File: src/rtl/reprogram_loader_if.sv
// reprogram_loader_if: byte-stream input and word-write output handshakes.
// Slave modport is the loader side, master is the producer/memory side.
interface reprogram_loader_if #(
    parameter int ADDR_W     = 23,
    parameter int DATA_BYTES = 4
);
    logic                    in_valid;
    logic [7:0]              in_data;
    logic                    in_ready;
    logic                    wr_valid;
    logic                    wr_ready;
    logic [ADDR_W-1:0]       wr_addr;
    logic [8*DATA_BYTES-1:0] wr_data;

    modport master (
        output in_valid,
        output in_data,
        input  in_ready,
        input  wr_valid,
        input  wr_addr,
        input  wr_data,
        output wr_ready
    );

    modport slave (
        input  in_valid,
        input  in_data,
        output in_ready,
        output wr_valid,
        output wr_addr,
        output wr_data,
        input  wr_ready
    );
endinterface

File: src/rtl/reprogram_loader.sv
// reprogram_loader: framed byte stream -> LE words -> FIFO -> memory writes.
// Define REPROG_CHECKSUM_EN to require and verify a trailing XOR checksum byte.
module reprogram_loader #(
    parameter int         ADDR_W      = 23,
    parameter int         DATA_BYTES  = 4,
    parameter int         LEN_W       = 16,
    parameter int         FIFO_DEPTH  = 4,
    parameter int         TIMEOUT_CYC = 5_000_000,
    parameter logic [7:0] SYNC_BYTE   = 8'hA5
) (
    input  logic              clk_50mhz,
    input  logic              rstn,
    reprogram_loader_if.slave bus,
    output logic              busy,
    output logic              done,
    output logic              err,
    output logic [1:0]        err_code,
    output logic [7:0]        xorc
);
    localparam int AB  = (ADDR_W + 7) / 8;
    localparam int DW  = 8 * DATA_BYTES;
    localparam int BCW = (DATA_BYTES > 1) ? $clog2(DATA_BYTES) : 1;
    localparam int PW  = $clog2(FIFO_DEPTH);
    localparam int TW  = $clog2(TIMEOUT_CYC + 1);

    typedef enum logic [2:0] {
        IDLE, HDR_ADDR, HDR_LEN, PAYLOAD, CHK, DRAIN
    } state_t;

`ifdef REPROG_CHECKSUM_EN
    localparam state_t POST_ST = CHK;
`else
    localparam state_t POST_ST = DRAIN;
`endif

    state_t          state_q;
    logic [8*AB-1:0] base_q;
    logic [7:0]      len_lo_q;
    logic [LEN_W-1:0] len_q;
    logic [LEN_W-1:0] widx_q;
    logic [2:0]      hcnt_q;
    logic [BCW-1:0]  bcnt_q;
    logic [DW-1:0]   asm_q;
    logic [TW-1:0]   tcnt_q;
    logic            done_q;
    logic            err_q;
    logic [1:0]      code_q;
    logic [7:0]      xorc_q;

    logic [ADDR_W-1:0] mem_a [FIFO_DEPTH];
    logic [DW-1:0]     mem_d [FIFO_DEPTH];
    logic [PW-1:0]     wp_q;
    logic [PW-1:0]     rp_q;
    logic [PW:0]       cnt_q;

    logic              rdy;
    logic              full;
    logic              empty;
    logic              active;
    logic              accept;
    logic              tick;
    logic              tmo;
    logic              last_b;
    logic              push;
    logic              pop;
    logic [DW-1:0]     word_d;
    logic [ADDR_W-1:0] waddr_d;
    logic [15:0]       len_d;
    logic [LEN_W-1:0]  widx_nx;

    assign full  = (cnt_q == (PW+1)'(FIFO_DEPTH));
    assign empty = (cnt_q == '0);

    always_comb begin
        unique case (state_q)
            PAYLOAD: rdy = !full;
            DRAIN:   rdy = 1'b0;
            default: rdy = 1'b1;
        endcase
    end

    assign active  = state_q inside {HDR_ADDR, HDR_LEN, PAYLOAD, CHK};
    assign accept  = bus.in_valid && rdy;
    // Idle time only counts while we are actually able to take a byte.
    assign tick    = active && rdy && !accept;
    assign tmo     = tick && (tcnt_q == TW'(TIMEOUT_CYC - 1));
    assign last_b  = (bcnt_q == BCW'(DATA_BYTES - 1));
    assign push    = accept && (state_q == PAYLOAD) && last_b;
    assign pop     = !empty && bus.wr_ready;
    assign len_d   = {bus.in_data, len_lo_q};
    assign widx_nx = widx_q + LEN_W'(1);
    assign waddr_d = base_q[ADDR_W-1:0] + ADDR_W'(widx_q);

    always_comb begin
        word_d = asm_q;
        word_d[8*bcnt_q +: 8] = bus.in_data;
    end

    generate
        if (8 * AB > ADDR_W) begin : g_pad
            logic unused_base;
            assign unused_base = ^base_q[8*AB-1:ADDR_W];
        end
    endgenerate

    always_ff @(posedge clk_50mhz or negedge rstn) begin
        if (!rstn) begin
            state_q  <= IDLE;
            base_q   <= '0;
            len_lo_q <= '0;
            len_q    <= '0;
            widx_q   <= '0;
            hcnt_q   <= '0;
            bcnt_q   <= '0;
            asm_q    <= '0;
            tcnt_q   <= '0;
            done_q   <= 1'b0;
            err_q    <= 1'b0;
            code_q   <= 2'b00;
            xorc_q   <= 8'h00;
        end else begin
            done_q <= 1'b0;
            if (accept || !active) tcnt_q <= '0;
            else if (tick)         tcnt_q <= tcnt_q + TW'(1);
            if (accept && state_q != IDLE) xorc_q <= xorc_q ^ bus.in_data;
            if (tmo) begin
                state_q <= DRAIN;
                err_q   <= 1'b1;
                code_q  <= 2'b01;
                bcnt_q  <= '0;
            end else begin
                unique case (state_q)
                    IDLE: if (accept && bus.in_data == SYNC_BYTE) begin
                        state_q <= HDR_ADDR;
                        err_q   <= 1'b0;
                        code_q  <= 2'b00;
                        xorc_q  <= 8'h00;
                        hcnt_q  <= '0;
                    end
                    HDR_ADDR: if (accept) begin
                        base_q[8*hcnt_q +: 8] <= bus.in_data;
                        if (hcnt_q == 3'(AB - 1)) begin
                            hcnt_q  <= '0;
                            state_q <= HDR_LEN;
                        end else begin
                            hcnt_q <= hcnt_q + 3'd1;
                        end
                    end
                    HDR_LEN: if (accept) begin
                        if (hcnt_q == 3'd0) begin
                            len_lo_q <= bus.in_data;
                            hcnt_q   <= 3'd1;
                        end else begin
                            len_q   <= len_d[LEN_W-1:0];
                            widx_q  <= '0;
                            bcnt_q  <= '0;
                            state_q <= (len_d[LEN_W-1:0] == '0) ? POST_ST : PAYLOAD;
                        end
                    end
                    PAYLOAD: if (accept) begin
                        if (last_b) begin
                            bcnt_q <= '0;
                            widx_q <= widx_nx;
                            if (widx_nx == len_q) state_q <= POST_ST;
                        end else begin
                            asm_q  <= word_d;
                            bcnt_q <= bcnt_q + BCW'(1);
                        end
                    end
`ifdef REPROG_CHECKSUM_EN
                    CHK: if (accept) begin
                        state_q <= DRAIN;
                        if ((xorc_q ^ bus.in_data) != 8'h00) begin
                            err_q  <= 1'b1;
                            code_q <= 2'b10;
                        end
                    end
`endif
                    DRAIN: if (empty) begin
                        done_q  <= !err_q;
                        state_q <= IDLE;
                    end
                    default: ;
                endcase
            end
        end
    end

    always_ff @(posedge clk_50mhz or negedge rstn) begin
        if (!rstn) begin
            wp_q  <= '0;
            rp_q  <= '0;
            cnt_q <= '0;
        end else begin
            if (push) wp_q <= wp_q + PW'(1);
            if (pop)  rp_q <= rp_q + PW'(1);
            if (push && !pop)      cnt_q <= cnt_q + (PW+1)'(1);
            else if (pop && !push) cnt_q <= cnt_q - (PW+1)'(1);
        end
    end

    always_ff @(posedge clk_50mhz) begin
        if (push) begin
            mem_a[wp_q] <= waddr_d;
            mem_d[wp_q] <= word_d;
        end
    end

    assign bus.in_ready = rdy;
    assign bus.wr_valid = !empty;
    assign bus.wr_addr  = empty ? '0 : mem_a[rp_q];
    assign bus.wr_data  = empty ? '0 : mem_d[rp_q];
    assign busy         = (state_q != IDLE) || !empty;
    assign done         = done_q;
    assign err          = err_q;
    assign err_code     = code_q;
    assign xorc         = xorc_q;
endmodule

File: src/flat_wrapper.sv
// flat-port wrapper written by rule: the top's interface ports become plain ports
module reprogram_loader_flat 
#(
    parameter int         ADDR_W      = 23,
    parameter int         DATA_BYTES  = 4,
    parameter int         LEN_W       = 16,
    parameter int         FIFO_DEPTH  = 4,
    parameter int         TIMEOUT_CYC = 5_000_000,
    parameter logic [7:0] SYNC_BYTE   = 8'hA5
)
  (clk_50mhz, rstn, busy, done, err, err_code, xorc, bus_in_valid, bus_in_data, bus_in_ready, bus_wr_valid, bus_wr_addr, bus_wr_data, bus_wr_ready);
  reprogram_loader_if #(.ADDR_W(ADDR_W), .DATA_BYTES(DATA_BYTES)) bus_i ();
  input  logic clk_50mhz;
  input  logic rstn;
  output logic busy;
  output logic done;
  output logic err;
  output logic [1:0] err_code;
  output logic [7:0] xorc;
  input wire logic [$bits(bus_i.in_valid)-1:0] bus_in_valid;
  input wire logic [$bits(bus_i.in_data)-1:0] bus_in_data;
  output wire logic [$bits(bus_i.in_ready)-1:0] bus_in_ready;
  output wire logic [$bits(bus_i.wr_valid)-1:0] bus_wr_valid;
  output wire logic [$bits(bus_i.wr_addr)-1:0] bus_wr_addr;
  output wire logic [$bits(bus_i.wr_data)-1:0] bus_wr_data;
  input wire logic [$bits(bus_i.wr_ready)-1:0] bus_wr_ready;
  assign bus_i.in_valid = bus_in_valid;
  assign bus_i.in_data = bus_in_data;
  assign bus_in_ready = bus_i.in_ready;
  assign bus_wr_valid = bus_i.wr_valid;
  assign bus_wr_addr = bus_i.wr_addr;
  assign bus_wr_data = bus_i.wr_data;
  assign bus_i.wr_ready = bus_wr_ready;
  reprogram_loader #(.ADDR_W(ADDR_W), .DATA_BYTES(DATA_BYTES), .LEN_W(LEN_W), .FIFO_DEPTH(FIFO_DEPTH), .TIMEOUT_CYC(TIMEOUT_CYC), .SYNC_BYTE(SYNC_BYTE)) u_core (.clk_50mhz(clk_50mhz), .rstn(rstn), .bus(bus_i), .busy(busy), .done(done), .err(err), .err_code(err_code), .xorc(xorc));
endmodule
File: config.mk
export PLATFORM = sky130hd
export DESIGN_NAME = reprogram_loader_flat
export DESIGN_NICKNAME = d
export VERILOG_FILES = /design/src/rtl/reprogram_loader_if.sv /design/src/rtl/reprogram_loader.sv /design/src/flat_wrapper.sv
export SDC_FILE = /design/constraint.sdc
export NUM_CORES = 1
export LEC_CHECK = 0
export BUFFER_PORTS_ARGS = -buffer_cell sky130_fd_sc_hd__buf_2
export CAP_MARGIN = 25
export CORE_MARGIN = 1.5
export CORE_UTILIZATION = 40
export CTS_CLUSTER_SIZE = 25
export DETAILED_ROUTE_END_ITERATION = 7
export PLACE_DENSITY_LB_ADDON = 0.15
export SLEW_MARGIN = 30
export SYNTH_ARGS = -nofsm -noshare
export SYNTH_HDL_FRONTEND = slang
export SYNTH_SLANG_ARGS = --single-unit
File: constraint.sdc
create_clock -name clk_50mhz -period 7.14 [get_ports clk_50mhz]
set_input_delay 0.714 -clock clk_50mhz [delete_from_list [all_inputs] [get_ports clk_50mhz]]
set_output_delay 0.714 -clock clk_50mhz [all_outputs]
set_load 0.005 [all_outputs]
==> results of run 1 <==
-- through the flow --
stage | instances | hold WS, ns | util
after detailed placement | 1812 | 0.493 | 0.427
after global placement | 1811 | 0.474 | 0.427
after floorplan | 1245 | 0.418 | -
after global routing | 1886 | 0.237 | 0.460
after CTS | 1886 | 0.207 | 0.460
final | 1887 | 0.185 | 0.460
-- final timing paths --
check                                              startpoint                             to  slack, ns  depth (start not counted)
worst min-delay path                                     rstn  u_core.widx_q[13]$_DFFE_PN0P_       0.19                          1
worst max register to register  u_core.state_q[2]$_DFFE_PN0P_  u_core.mem_a[0][20]$_DFFE_PP_       2.68                          8
max in group asynchronous                                rstn     u_core.rp_q[0]$_DFFE_PN0P_       5.76                          2
worst min register to register    u_core.cnt_q[2]$_DFFE_PN0P_    u_core.cnt_q[2]$_DFFE_PN0P_       0.50                          1
min in group clk_50mhz                           bus_wr_ready     u_core.rp_q[1]$_DFFE_PN0P_       0.48                          3
worst max-delay path            u_core.state_q[2]$_DFFE_PN0P_  u_core.mem_a[0][20]$_DFFE_PP_       2.68                          8
-- power breakdown --
part / total, uW / leakage [uW] / internal [uW] / switching, uW
sequential: 2870 / 0.00386 / 2610 / 259
combinational: 1830 / 0.00257 / 850 / 984
clock: 2070 / 0.000632 / 1230 / 837
-- cell families after synthesis --
family	synth area share
other	0.000228
adder cells (fa/ha/maj)	0.0275
AND/OR/NAND/NOR	0.114
buffers and inverters	0.0277
multiplexers	0.110
AO/OA/AOI/OAI	0.0653
flip-flops	0.619
XOR/XNOR	0.0362
-- layer usage --
layer  track usage  part of all wire  vias to the layer above
li1              -                 -                     4685
met1         0.255              0.48                     4971
met2         0.284              0.46                      182
met3        0.0323             0.039                       58
met4        0.0520             0.021                        0
met5             0                 0                        -
-- synthesized netlist by cell type, drive strengths merged (4+ instances only) --
master,number
nand2,132
nor4,6
mux2,49
nor3,18
xnor2,32
o31ai,9
and2,61
nor2,63
buf,18
nand3,31
or3,6
clkbuf,38
nand2b,6
nor4b,6
o21a,6
ha,33
inv,58
a21o,7
and3,10
o21bai,4
edfxtp,220
xor2,36
nand4,16
dfrtp,143
mux4,55
o21ai,108
a21oi,32
-- sequential cells by signal, summed over array words and instances (netlist names), 3 cells and up --
signal	count
u_core.asm_q	32
u_core.state_q	3
u_core.tcnt_q	23
u_core.mem_a	92
u_core.len_q	16
u_core.hcnt_q	3
u_core.cnt_q	3
u_core.len_lo_q	8
u_core.xorc	8
u_core.mem_d	128
u_core.base_q	23
u_core.widx_q	16
-- cell type report --
cell class	instances	area [um^2]
antenna	1	2.50
tap	532	666
inverter	58	218
fill	3713	22000
timing repair buffer	91	493
sequential	363	10200
clock buffer	58	1110
clock inverter	16	215
multi-input combinational	768	5840
==> flow_metrics.py, run 1 <==
metrics = {
    "critical_path": {
        "required_ns": 7.34,
        "start_kind": "flop",
        "worstSetupPathType": "reg2reg",
        "cp-end-kind": "flop",
        "cpPeakStageDelay_ns": 0.68,
        "critPathMaxFanout": 34,
        "crit_chain": "nor4b_2, and3_1, nand2b_1, nor2_2, nand3_1, inv_1, and2_2, buf_4",
        "worst-path-buf-inv": 2,
        "cp_top_family": "simple AND/OR/NAND/NOR gates",
        "cp.arrival_ns": 4.66,
        "cp_slowest_cell": "dfrtp_1",
    },
    "cts": {
        "clock_path_buffers": 3,
        "cts_sinks": 363,
        "post_cts_resized": 0,
        "clk_latency_ns": 0.56,
        "h-tree-depth": 2,
        "postCtsSetupBuffers": 0,
        "cts_hold_buf": 0,
        "cts.clk_slew.worst_paths_ns": 0.06,
        "cts_tree": "yes",
        "cts_inserted_buffers": 40,
        "clock-root-buffer": "clkbuf_16",
    },
    "synthesis": {
        "ys_seq_area_frac": 0.619,
        "synth_top_area_cell": "edfxtp_1",
        "ys_seq_elements": 363,
        "synthesis.area_mm2": 0.0165,
        "yosys-top-cells-area": "edfxtp_1 (40%), dfrtp_1 (22%), mux4_2 (7.5%), mux2_2 (3.4%), o21ai_0 (3.3%)",
        "yosys.cell_types.count": 66,
        "synth_edf_count": 220,
        "async_flop_share": 0.394,
        "netlist_instances": 1245,
        "syn_nets": 1292,
        "synth_top_area_share": 0.401,
        "ys_warn_count": 0,
        "syn-mean-instance-area_um2": 13.2,
        "synth_flop_cell": "edfxtp_1",
    },
    "sta": {
        "skew_ns": 0.0249,
        "finalHoldViolCount": 0,
        "setup-violations-final": 0,
        "grt_setup_unrepaired": "false",
        "worstMarginPinSlew_ns": 0.892,
        "slew-limit-headroom": 0.401,
        "fmax_mhz": 224,
        "layout_setup_ws_ns": 2.68,
        "period_minus_slack_ns": 4.46,
        "finalSetupTns_ns": 0,
        "drv_slew": 0,
        "period_share": 0.625,
    },
    "global_route": {
        "grt_overflow_total": 0,
        "grt_pass1_vias": 9871,
        "antenna_found_initial": 1,
        "grt_pass1_wl_um": 57700,
        "grt_max_degree": 76,
        "grtUsageTotal": 0.180,
    },
    "placement": {
        "portBuffers": 80,
        "place_area_mm2": 0.0174,
        "post-dp-hpwl_um": 22900,
        "globalplace.congestion": 0.785,
        "dp_slack_ns": 2.57,
    },
    "finish": {
        "final_cell_mix": "edfxtp_1 (220), dfrtp_1 (141), nand2_1 (132)",
        "drive_above_1_share": 0.200,
        "fin_nets": 1369,
        "syn_to_final_growth_pct": 13.8,
        "final_common_cell": "edfxtp_1",
        "postLayoutCellArea_mm2": 0.0187,
    },
    "floorplan": {
        "initial_core_util": 0.404,
        "die_area_mm2": 0.0424,
        "die_y_um": 206,
        "row_count": 74,
        "fp.dieW_um": 206,
        "coreArea_mm2": 0.0407,
        "ioPinCount": 82,
    },
    "drt": {
        "initialDrtViolationCount": 643,
        "antenna_left": 0,
        "drt_pre_antenna_iters": 5,
        "wl_um": 36600,
        "post_drt_wl_per_cell_um": 19.4,
        "drc": 0,
        "vias": 9896,
        "via_per_inst": 5.24,
    },
    "hold_path": {
        "hold_path.class": "in2async",
    },
    "run_status": {
        "status": "completed",
    },
    "power": {
        "power_leakage_uw": 0.00706,
        "power_density_mw_per_mm2": 362,
        "ir_drop_mv": 0.208,
        "power.total_uw": 6780,
    },
    "run": {
        "max_cap_viol_count": 0,
    },
}
Power figures use the tool's default switching activity.
==> run 2, diff against run 1 <==
==> constraint.sdc (replaced) <==
create_clock -name clk_50mhz -period 4.2 [get_ports clk_50mhz]
set_input_delay 0.42 -clock clk_50mhz [delete_from_list [all_inputs] [get_ports clk_50mhz]]
set_output_delay 0.42 -clock clk_50mhz [all_outputs]
set_load 0.005 [all_outputs]
==> run 2 against run 1 <==
  * Highest routed layer unchanged
  * Final area increased by 0.39%
  * Critical path type unchanged
  * Largest cell class unchanged
  * Total power is 68% higher
  * Setup slack got worse by 1.8 ns
  * Non-clock buffer count increased by 7
  * Via count down 1.1%
  * Routed wire length down 1.4%
  * Largest power group unchanged
  * Core utilization increased by 0.18 points
  * First-iteration DRC count up 13%
  * The flow now finishes with violations (hold timing)
==> flow_metrics.py, run 2 (same netlist as run 1, synthesis figures left out) <==
metrics = {
    "run_status": {
        "status": "finished, violations left",
        "violations": "hold timing",
    },
    "floorplan": {
        "die_area_mm2": 0.0424,
        "die_y_um": 206,
        "ioPinCount": 82,
        "row_count": 74,
        "initial_core_util": 0.404,
        "coreArea_mm2": 0.0407,
        "fp.dieW_um": 206,
    },
    "global_route": {
        "grt_pass1_vias": 9723,
        "grt_pass1_wl_um": 57700,
        "antenna_found_initial": 1,
        "grtUsageTotal": 0.179,
        "grt_overflow_total": 0,
        "grt_max_degree": 94,
    },
    "sta": {
        "setup-violations-final": 0,
        "fmax_mhz": 303,
        "period_share": 0.785,
        "finalHoldViolCount": 45,
        "grt_setup_unrepaired": "false",
        "finalSetupTns_ns": 0,
        "period_minus_slack_ns": 3.30,
        "hold_slack_ns": -0.0344,
        "drv_slew": 0,
        "worstMarginPinSlew_ns": 0.887,
        "slew-limit-headroom": 0.409,
        "skew_ns": 0.0199,
    },
    "power": {
        "sw_frac_of_total": 0.307,
        "p_comb_frac": 0.274,
        "power.switching_uw": 3490,
        "power_density_mw_per_mm2": 605,
        "ir_drop_mv": 0.284,
        "p_int_uw": 7890,
        "pwr-share-clk": 0.294,
        "power.total_uw": 11400,
        "power_frac_seq": 0.432,
        "power_leakage_uw": 0.00710,
    },
    "hold_path": {
        "hold_path.class": "in2async",
    },
    "finish": {
        "final_cell_mix": "edfxtp_1 (220), dfrtp_1 (141), nand2_1 (132)",
        "biggestRegsByFlops": "u_core.mem_d (128), u_core.mem_a (92), u_core.asm_q (32)",
        "syn_to_final_growth_pct": 14.3,
        "fin_nets": 1376,
        "multi_input_area_mm2": 0.00584,
        "regArea_mm2": 0.0102,
        "diodes": 0,
        "fin_cells": 1893,
        "largest_register": "u_core.mem_d",
        "final_common_cell": "edfxtp_1",
        "fillers": 3682,
        "drive_above_1_share": 0.208,
        "largest_reg_flops": 128,
    },
    "cts": {
        "cts_inserted_buffers": 40,
        "clk_latency_ns": 0.54,
        "cts_hold_buf": 0,
        "postCtsSetupBuffers": 0,
        "clock-root-buffer": "clkbuf_16",
        "post_cts_resized": 0,
        "h-tree-depth": 2,
        "clock_path_buffers": 3,
        "cts.clk_slew.worst_paths_ns": 0.06,
        "cts_tree": "yes",
        "cts_sinks": 363,
    },
    "critical_path": {
        "start_kind": "flop",
        "cp-end-kind": "flop",
        "required_ns": 4.43,
        "cp.arrival_ns": 3.53,
        "worstSetupPathType": "reg2reg",
        "startpoint": "u_core.state_q[2]$_DFFE_PN0P_",
        "r2r_start": "u_core.state_q[2]$_DFFE_PN0P_",
        "critPathMaxFanout": 21,
    },
    "drt": {
        "drc": 0,
        "vias": 9786,
        "initialDrtViolationCount": 728,
        "via_per_inst": 5.17,
        "drt_pre_antenna_iters": 5,
        "post_drt_wl_per_cell_um": 19.1,
        "wl_um": 36100,
        "antenna_left": 0,
    },
    "run": {
        "max_cap_viol_count": 0,
    },
    "placement": {
        "portBuffers": 80,
        "post-dp-hpwl_um": 22700,
        "dpl.cell_count": 1819,
        "globalplace.congestion": 0.800,
    },
}
-- run 2: cell types whose count changed in the layout (fill, tap and decap cells not counted), moves of 3 or more --
| cell | delta |
|---|---|
| clkinv_2 | +3 |
| clkbuf_8 | +6 |
| buf_12 | +6 |
| clkbuf_1 | -5 |
| bufinv_16 | -4 |
-- run 2: through the flow --
stage / utilization / setup slack [ns] / instance area [um^2] / hold slack [ns]
after floorplan: - / 0.684 / 16500 / 0.124
after global placement: 0.430 / 0.979 / 17500 / 0.473
after detailed placement: 0.430 / 0.885 / 17500 / 0.481
after CTS: 0.461 / 0.879 / 18800 / 0.0344
after global routing: 0.462 / 0.649 / 18800 / 0.0284
final: 0.462 / 0.903 / 18800 / -0.0344
-- run 2: metal layers --
layer  up-vias  GRT usage  wire, um
met5         -          0         0
met4         0     0.0463       615
met3        42     0.0309      1430
met2       145      0.284     17000
met1      4889      0.256     17100
li1       4710          -         -
-- run 2: power groups by stage --
stage,sequential [uW],clock [uW],combinational [uW]
6_report,4920,3350,3120
2_1_floorplan,4720,0,2280
4_1_cts,4930,3440,3200
5_1_grt,4990,3600,3520
3_3_place_gp,4990,0,3150
3_5_place_dp,5000,0,3200
-- run 2: cell type report --
class / instances / area share
clock buffer: 59 / 0.0630
clock inverter: 15 / 0.00479
inverter: 58 / 0.0116
multi-input combinational: 768 / 0.310
sequential: 363 / 0.542
tap: 532 / 0.0354
timing repair buffer: 98 / 0.0329
-- run 2: worst paths after layout --
kind | to | slack (ns) | depth (start not counted)
hold / removal | u_core.len_q[14]$_DFFE_PN0P_ | -0.03 | 1
max in group asynchronous | u_core.asm_q[22]$_DFFE_PN0P_ | 3.31 | 2
hold reg to reg | u_core.cnt_q[2]$_DFFE_PN0P_ | 0.48 | 1
setup reg to reg | u_core.mem_d[0][9]$_DFFE_PP_ | 0.90 | 9
setup / recovery | u_core.mem_d[0][9]$_DFFE_PP_ | 0.90 | 9
min in group clk_50mhz | u_core.rp_q[1]$_DFFE_PN0P_ | 0.21 | 3
-- run 2: worst max-delay path, stage by stage (launching register included) --
cell	delay (ns)
dfrtp_1	0.65
nor4b_2	0.13
and3_1	0.23
nand2b_1	0.32
nor2_2	0.33
nand3_1	0.12
buf_4	0.20
inv_1	0.11
and2_2	0.61
buf_12	0.26
